**src/rtl/shift_sub_divider.sv**
```systemverilog
// Sequential restoring shift-subtract divider, one quotient bit per clock, start/busy/done handshake.
// Optional two's-complement operation is enabled by defining SHIFT_SUB_DIVIDER_SIGNED_EN.
module shift_sub_divider #(
  parameter int N = 8
) (
  input  logic         clk,
  input  logic         rst,
  input  logic         start,
  input  logic [N-1:0] dividend,
  input  logic [N-1:0] divisor,
  output logic         busy,
  output logic         done,
  output logic [N-1:0] quotient,
  output logic [N-1:0] remainder,
  output logic         div_by_zero
);

  localparam int CW = $clog2(N + 1);

  typedef enum logic [1:0] {IDLE, CALC, DONE} state_t;

  state_t        state;
  logic [N:0]    r;
  logic [N-1:0]  q;
  logic [N-1:0]  dvsr;
  logic [CW-1:0] cnt;

  logic [N:0]    rs;
  logic [N+1:0]  t;
  logic [N:0]    r_nx;
  logic [N-1:0]  q_nx;
  logic [N-1:0]  a_ld;
  logic [N-1:0]  b_ld;
  logic [N-1:0]  quo_fin;
  logic [N-1:0]  rem_fin;

`ifdef SHIFT_SUB_DIVIDER_SIGNED_EN
  logic neg_q;
  logic neg_r;
`endif

  always_comb begin
    // {R,Q} shifted left by one; the extra top bit of t is the borrow of the trial subtract
    rs = {r[N-1:0], q[N-1]};
    t  = {1'b0, rs} - {2'b00, dvsr};
    if (!t[N+1]) begin
      r_nx = t[N:0];
      q_nx = {q[N-2:0], 1'b1};
    end else begin
      r_nx = rs;
      q_nx = {q[N-2:0], 1'b0};
    end
`ifdef SHIFT_SUB_DIVIDER_SIGNED_EN
    a_ld    = dividend[N-1] ? ('0 - dividend) : dividend;
    b_ld    = divisor[N-1]  ? ('0 - divisor)  : divisor;
    quo_fin = neg_q ? ('0 - q_nx) : q_nx;
    rem_fin = neg_r ? ('0 - r_nx[N-1:0]) : r_nx[N-1:0];
`else
    a_ld    = dividend;
    b_ld    = divisor;
    quo_fin = q_nx;
    rem_fin = r_nx[N-1:0];
`endif
  end

  always_ff @(posedge clk or posedge rst) begin
    if (rst) begin
      state       <= IDLE;
      busy        <= 1'b0;
      done        <= 1'b0;
      div_by_zero <= 1'b0;
      quotient    <= '0;
      remainder   <= '0;
      r           <= '0;
      q           <= '0;
      dvsr        <= '0;
      cnt         <= '0;
`ifdef SHIFT_SUB_DIVIDER_SIGNED_EN
      neg_q       <= 1'b0;
      neg_r       <= 1'b0;
`endif
    end else begin
      case (state)
        IDLE: begin
          done <= 1'b0;
          if (start) begin
            busy <= 1'b1;
            if (divisor == '0) begin
              state       <= DONE;
              done        <= 1'b1;
              quotient    <= '1;
              remainder   <= dividend;
              div_by_zero <= 1'b1;
            end else begin
              state       <= CALC;
              div_by_zero <= 1'b0;
              r           <= '0;
              q           <= a_ld;
              dvsr        <= b_ld;
              cnt         <= CW'(N);
`ifdef SHIFT_SUB_DIVIDER_SIGNED_EN
              neg_q       <= dividend[N-1] ^ divisor[N-1];
              neg_r       <= dividend[N-1];
`endif
            end
          end
        end
        CALC: begin
          r   <= r_nx;
          q   <= q_nx;
          cnt <= cnt - CW'(1);
          if (cnt == CW'(1)) begin
            state     <= DONE;
            done      <= 1'b1;
            quotient  <= quo_fin;
            remainder <= rem_fin;
          end
        end
        DONE: begin
          state <= IDLE;
          busy  <= 1'b0;
          done  <= 1'b0;
        end
        default: begin
          state <= IDLE;
          busy  <= 1'b0;
          done  <= 1'b0;
        end
      endcase
    end
  end

endmodule
```
**config.mk**
```make
export PLATFORM = sky130hd
export DESIGN_NAME = shift_sub_divider
export DESIGN_NICKNAME = d
export VERILOG_FILES = /design/src/rtl/shift_sub_divider.sv
export SDC_FILE = /design/constraint.sdc
export NUM_CORES = 1
export LEC_CHECK = 0
export ABC_CLOCK_PERIOD_IN_PS = 5400
export CORE_ASPECT_RATIO = 1.5
export CORE_UTILIZATION = 25
export CTS_BUF_LIST = sky130_fd_sc_hd__clkbuf_8 sky130_fd_sc_hd__clkbuf_16
export DETAILED_ROUTE_END_ITERATION = 12
export PLACE_DENSITY = 0.47
export RECOVER_POWER = 25
export SLEW_MARGIN = 20
export SYNTH_ARGS = -nofsm -noshare
export SYNTH_HDL_FRONTEND = slang
export SYNTH_SLANG_ARGS = --single-unit
```
**constraint.sdc**
```tcl
create_clock -name clk -period 5.4 [get_ports clk]
set_input_delay 1.08 -clock clk [delete_from_list [all_inputs] [get_ports clk]]
set_output_delay 1.08 -clock clk [all_outputs]
set_load 0.02 [all_outputs]
```
==> reports/metrics.cfg, run 1 <==
[cts]
cts_setup_buffers=0
cts_buffers=5
clk_path_buf_depth=2
postCtsResizedCells=0
clk_pin_slew_ns=0.07
cts_max_level=2
clock-sinks=49
postCtsHoldBufs=0
cts_tree=built
clkLatencyLatePin_ns=0.29
cts_root_buf=clkbuf_16

[min_path]
holdCritPathClass=reg -> reg

[timing]
max_freq_mhz=314.8
fin_crit_ns=3.177
fin_setup_tns_ns=0
slew_headroom_pct=-50.98
rsz0062_at_grt=no
hold_slack_ns=0.4901
fin_skew_ns=0.004687
maxSlewViolCount=50
worst_pin_slew_ns=2.252
setup_viol=0
hold_violations=0
fin_crit_sh_pct=58.83

[detailed_routing]
vias=2143
drt_iter0_drc=94
drc=0
ant_nets=0
dr.pass1.iters=4
drt-vias-per-instance=4.669
drt-total-wl_mm=6.796
wl_per_cell_um=14.81

[die]
io_pins=38
initial_core_util_pct=25.98
core_area_um2=10190
die_height_um=128.0
fp-row-count=45
die_area_um2=11010
die_w_um=86.03

[finish]
final_util_pct=32.58
area.growth.synth_to_final_pct=25.43
ff_latch_area_um2=1226
drive_above_1_share_pct=7.233
multi_input_area_um2=1299
insertedDiodeCount=0
num-fill-cells=1082
layout.cells.non_filler=459
nets=347

[global_route]
antenna_found_initial=0
grt_pass1_vias=2181
grt_max_degree=50
grt-ovfl-total=0
track_usage_pct=13.35
grt_pass1_wl_mm=11.18

[outcome]
status=finished with violations
violations=max-capacitance violations, max-slew violations

[yosys]
syn_inst=282
synth_cell_types=53
yosys-top-cells-area=dfrtp_1, o21ai_0, nand2_1
ys.flop_type=dfrtp_1
synth_top_area_share_pct=46.31
synth_edf_count=0
syn_nets=312
yosys_warnings=0
ys_ff_latch=49
yosysTopAreaCell=dfrtp_1
synth_area_um2=2648
avgSynthCellArea_um2=9.388
synth.most_common_cell=dfrtp_1
ys_seq_area_share_pct=46.31
synthArstFlopShare_pct=100.0
synth_common_cells=dfrtp_1, nand2_1, o21ai_0, nor2_1, inv_1

[setup_path]
arrival_ns=3.31
crit_buf_inv=1
cp.required_ns=5.53
crit_path_end_kind=flop
crit_path_top_delay_cell=a21boi_4
startpoint_type=primary input
slowest_delay_ns=0.69
rrSetupSlack_ns=2.95
cp_cell_sequence=dlygate4sd3_1 -> nand2b_1 -> a21oi_1 -> a21boi_4 -> nor3b_1 -> a311oi_1
crit_family=compound AO/OA/AOI/OAI gates
crit_fanout=26
criticalPathCategory=in -> reg

[placement]
routabilityCongestion=0.7816
dp.cells=451
io_buffer_count=37
dp_hpwl_mm=4.983

[power_and_ir_drop]
swShare_pct=43.76
vdd_drop_max_v=0.0001541
powerDensity_nw_per_um2=695.6
clkPwrFrac_pct=15.9
pwr-share-comb_pct=55.4
totalPowerFinal_w=0.002310
sequentialPowerShare_pct=28.7
internal_power_w=0.001299
p_leak_nw=1.396
switchingPower_w=0.001011

[run]
cap_violations=1

## tightest hold or removal path, cell delays in order, from the launching register on
cell and delay (ns):
dfrtp_1 0.35, nand2_1 0.05, nand2_1 0.05
## cell families (layout without fill, tap and decap cells)
| kind of cell | after synthesis | in the layout | synth area share [%] |
|---|---|---|---|
| AND/OR/NAND/NOR | 97 | 97 | 17.34 |
| AO/OA/AOI/OAI | 81 | 81 | 19.75 |
| flip-flops | 49 | 49 | 46.31 |
| buffers and inverters | 28 | 64 | 5.056 |
| multiplexers | 14 | 14 | 5.388 |
| adder cells (fa/ha/maj) | 11 | 11 | 5.482 |
| XOR/XNOR | 2 | 2 | 0.6617 |
## layer usage
metal	global-route usage [%]	wire length [um]	share of wire, %
met1	15.13	2815	41
met4	8.431	336	4.9
met2	23.58	3500	52
met3	1.417	143	2.1
met5	0	0	0
## per-stage QoR
stage          worst slack (ns)  cell area [um2]
2_1_floorplan             3.075             2648
3_3_place_gp              1.879             3139
3_5_place_dp              1.822             3139
4_1_cts                   2.149             3312
5_1_grt                   2.028             3321
6_report                  2.223             3321
## area by class of cell
cell class / count / share of cell area, %
multi-input cells: 205 / 39.11
flip-flops and latches: 49 / 36.93
repair buffers: 38 / 11.38
well taps: 141 / 5.313
clock buffers: 6 / 4.182
inverters: 18 / 2.072
clock inverters: 2 / 1.017
## flip-flops by register name (all words and copies together), names as in the netlist, 2 cells and up
register	flops
dvsr	8
state	2
remainder	8
r	8
cnt	4
quotient	8
q	8
## worst paths after layout
kind	startpoint	depth (start not counted)	to
min reg2reg	div_by_zero	2	div_by_zero
max reg2reg	cnt[1]	7	remainder[5]
min in group asynchronous	rst	2	busy
min	div_by_zero	2	div_by_zero
max	start	6	remainder[5]
max in group asynchronous	rst	2	remainder[1]
## power by group through the flow
stage                     logic, W  registers (W)  clock network, W
final                      0.00128       0.000663          0.000367
after floorplan           0.000890       0.000696                 0
after global placement     0.00128       0.000668                 0
after global routing       0.00145       0.000685          0.000392
after CTS                  0.00130       0.000664          0.000377
after detailed placement   0.00129       0.000670                 0
## layout by cell type, fill, tap and decap left out, types with 2 or more instances in the layout
cell type	instances
and2_1	2
nor3b_1	2
a211o_1	2
a221oi_1	2
mux2_2	2
nor2_2	2
o21ai_0	32
clkbuf_16	5
nand2b_1	3
o22ai_1	4
dfrtp_1	49
or2_2	3
nor4_1	3
inv_1	18
mux2i_1	12
nor3_1	3
ha_1	10
a31oi_1	5
a211oi_1	2
clkdlybuf4s50_1	35
nor2b_1	5
and2b_1	2
dlygate4sd3_1	2
a21o_1	2
nor2_1	28
a21oi_1	17
nand2_1	37
No activity file was read; power rests on OpenSTA's default activity.
==> run 2, diff against run 1 <==
ABC_CLOCK_PERIOD_IN_PS = 3200   (was 5400)
clock period = 3.2 ns   (was 5.4 ns; I/O delays follow)
==> run 2 against run 1 <==
The flow now finishes without violations. Cell count rose by 1.3%. Clock power increased by 43%. Count of clock-buffer cells in the layout did not move. Sequential cell count unchanged. Hold slack worse by 0.011 ns. Critical path depth is 1 higher. Combinational power is 73% higher. Sequential power up 67%. Clock skew is 0.0015 ns lower. Power is 67% higher. Sequential share of layout area down 0.15 points. First-iteration DRC count up 20%. Largest cell class unchanged.
==> reports/metrics.cfg, run 2 (synthesis results as in run 1) <==
[cts]
cts_root_buf=clkbuf_16
clock-sinks=49
cts_tree=built
clk_pin_slew_ns=0.06
cts_buffers=5
clkLatencyLatePin_ns=0.29
postCtsHoldBufs=0
postCtsResizedCells=0
cts_max_level=2
cts_setup_buffers=0
clk_path_buf_depth=2

[timing]
max_freq_mhz=402.4
rsz0062_at_grt=no
maxSlewViolCount=0
fin_setup_tns_ns=0
fin_skew_ns=0.003191
slew_headroom_pct=22.54
setup_viol=0
fin_crit_sh_pct=77.66
worst_pin_slew_ns=1.161
hold_violations=0
fin_crit_ns=2.485

[setup_path]
r2r_start=r[5]
r2r-end=r[0]
endpoint=remainder[5]
rrSetupSlack_ns=0.83
criticalPathCategory=in -> reg
crit_start=divisor[3]
cp.required_ns=3.32
crit_path_end_kind=flop
startpoint_type=primary input
r2r_cells=6
arrival_ns=2.61
crit_fanout=22

[power_and_ir_drop]
sequentialPowerShare_pct=29.0
pwr-share-comb_pct=57.4
internal_power_w=0.002142
vdd_drop_max_v=0.0002519
totalPowerFinal_w=0.003847
clkPwrFrac_pct=13.7
switchingPower_w=0.001705
powerDensity_nw_per_um2=1154
swShare_pct=44.31
p_leak_nw=1.422

[outcome]
status=finished, final reports clean

[finish]
insertedDiodeCount=0
num-fill-cells=1073
area.growth.synth_to_final_pct=25.95
final_cell_mix=dfrtp_1, nand2_1, clkdlybuf4s50_1
nets=354
layout_commonest_cell=dfrtp_1
drive_above_1_share_pct=8.642

[detailed_routing]
ant_nets=0
vias=2109
drt-total-wl_mm=6.846
drc=0
drt-vias-per-instance=4.535
drt_iter0_drc=113
wl_per_cell_um=14.72
dr.pass1.iters=4

[placement]
routabilityCongestion=0.7855
dp_hpwl_mm=5.382
io_buffer_count=37

[global_route]
grt_use_met3_pct=1.739
grt_pass1_wl_mm=11.50
track_usage_pct=13.74
antenna_found_initial=0
met1_usage_pct=16.33
grt-ovfl-total=0
grt_use_met2_pct=24.98
busiest_layer=met2
grt_pass1_vias=2205
grt_max_degree=31

[min_path]
holdCritPathClass=reg -> reg

[die]
initial_core_util_pct=25.98
io_pins=38
die_height_um=128.0
die_w_um=86.03
fp-row-count=45
die_area_um2=11010
core_area_um2=10190

[run]
cap_violations=0

run 2: changes by cell type in the layout (fill, tap and decap cells not counted), sizes merged:
cell,delta
clkinvlp,-1
buf,+7
bufinv,-1
inv,+1
run 2: metal layers:
| layer | share of wire [%] | vias up | routed length (um) |
|---|---|---|---|
| li1 | - | 1060 | - |
| met1 | 42 | 1012 | 2908 |
| met2 | 54 | 30 | 3702 |
| met3 | 1.7 | 7 | 114 |
| met4 | 1.8 | 0 | 120 |
| met5 | 0 | - | 0 |
run 2: how the worst min path moves through the flow:
stage / startpoint / end / slack [ns] / depth (start not counted)
after floorplan: r[7] / r[7] / 0.45 / 2
after global placement: q[7] / q[7] / 0.47 / 2
after detailed placement: q[7] / q[7] / 0.47 / 2
after CTS: q[7] / q[7] / 0.48 / 2
after global routing: r[7] / r[7] / 0.53 / 2
final: q[7] / q[7] / 0.48 / 2
run 2: area by class of cell:
type / instances / area (um2) / area share, %
inverter: 18 / 67.56 / 2.026
tap: 141 / 176.4 / 5.291
clock inverter: 1 / 3.754 / 0.1126
sequential: 49 / 1226 / 36.77
multi-input combinational: 205 / 1291 / 38.72
clock buffer: 6 / 138.9 / 4.165
timing repair buffer: 45 / 430.4 / 12.91
run 2: power groups by stage:
stage	Combinational (W)	Sequential (W)	Clock, W
final	0.00221	0.00111	0.000525
after global routing	0.00249	0.00115	0.000564
after CTS	0.00224	0.00112	0.000537
after detailed placement	0.00224	0.00113	0
after global placement	0.00221	0.00113	0
after floorplan	0.00150	0.00118	0
run 2: stage by stage:
step | area [um2] | utilization, % | instances | hold slack (ns) | setup slack (ns)
after floorplan | 2648 | - | 282 | 0.4473 | 1.153
after global placement | 3192 | 31.32 | 458 | 0.4711 | 0.4517
after detailed placement | 3192 | 31.32 | 458 | 0.4704 | 0.3968
after CTS | 3334 | 32.72 | 465 | 0.4848 | 0.7044
after global routing | 3334 | 32.72 | 465 | 0.5293 | 0.4608
final | 3334 | 32.72 | 465 | 0.4793 | 0.7148
run 2: critical path, cell delays in order:
cell,delay (ns)
clkdlybuf4s50_1,0.42
nor4_1,0.52
nand2_1,0.24
a21boi_4,0.25
buf_4,0.28
nor3b_1,0.21
a311oi_1,0.06
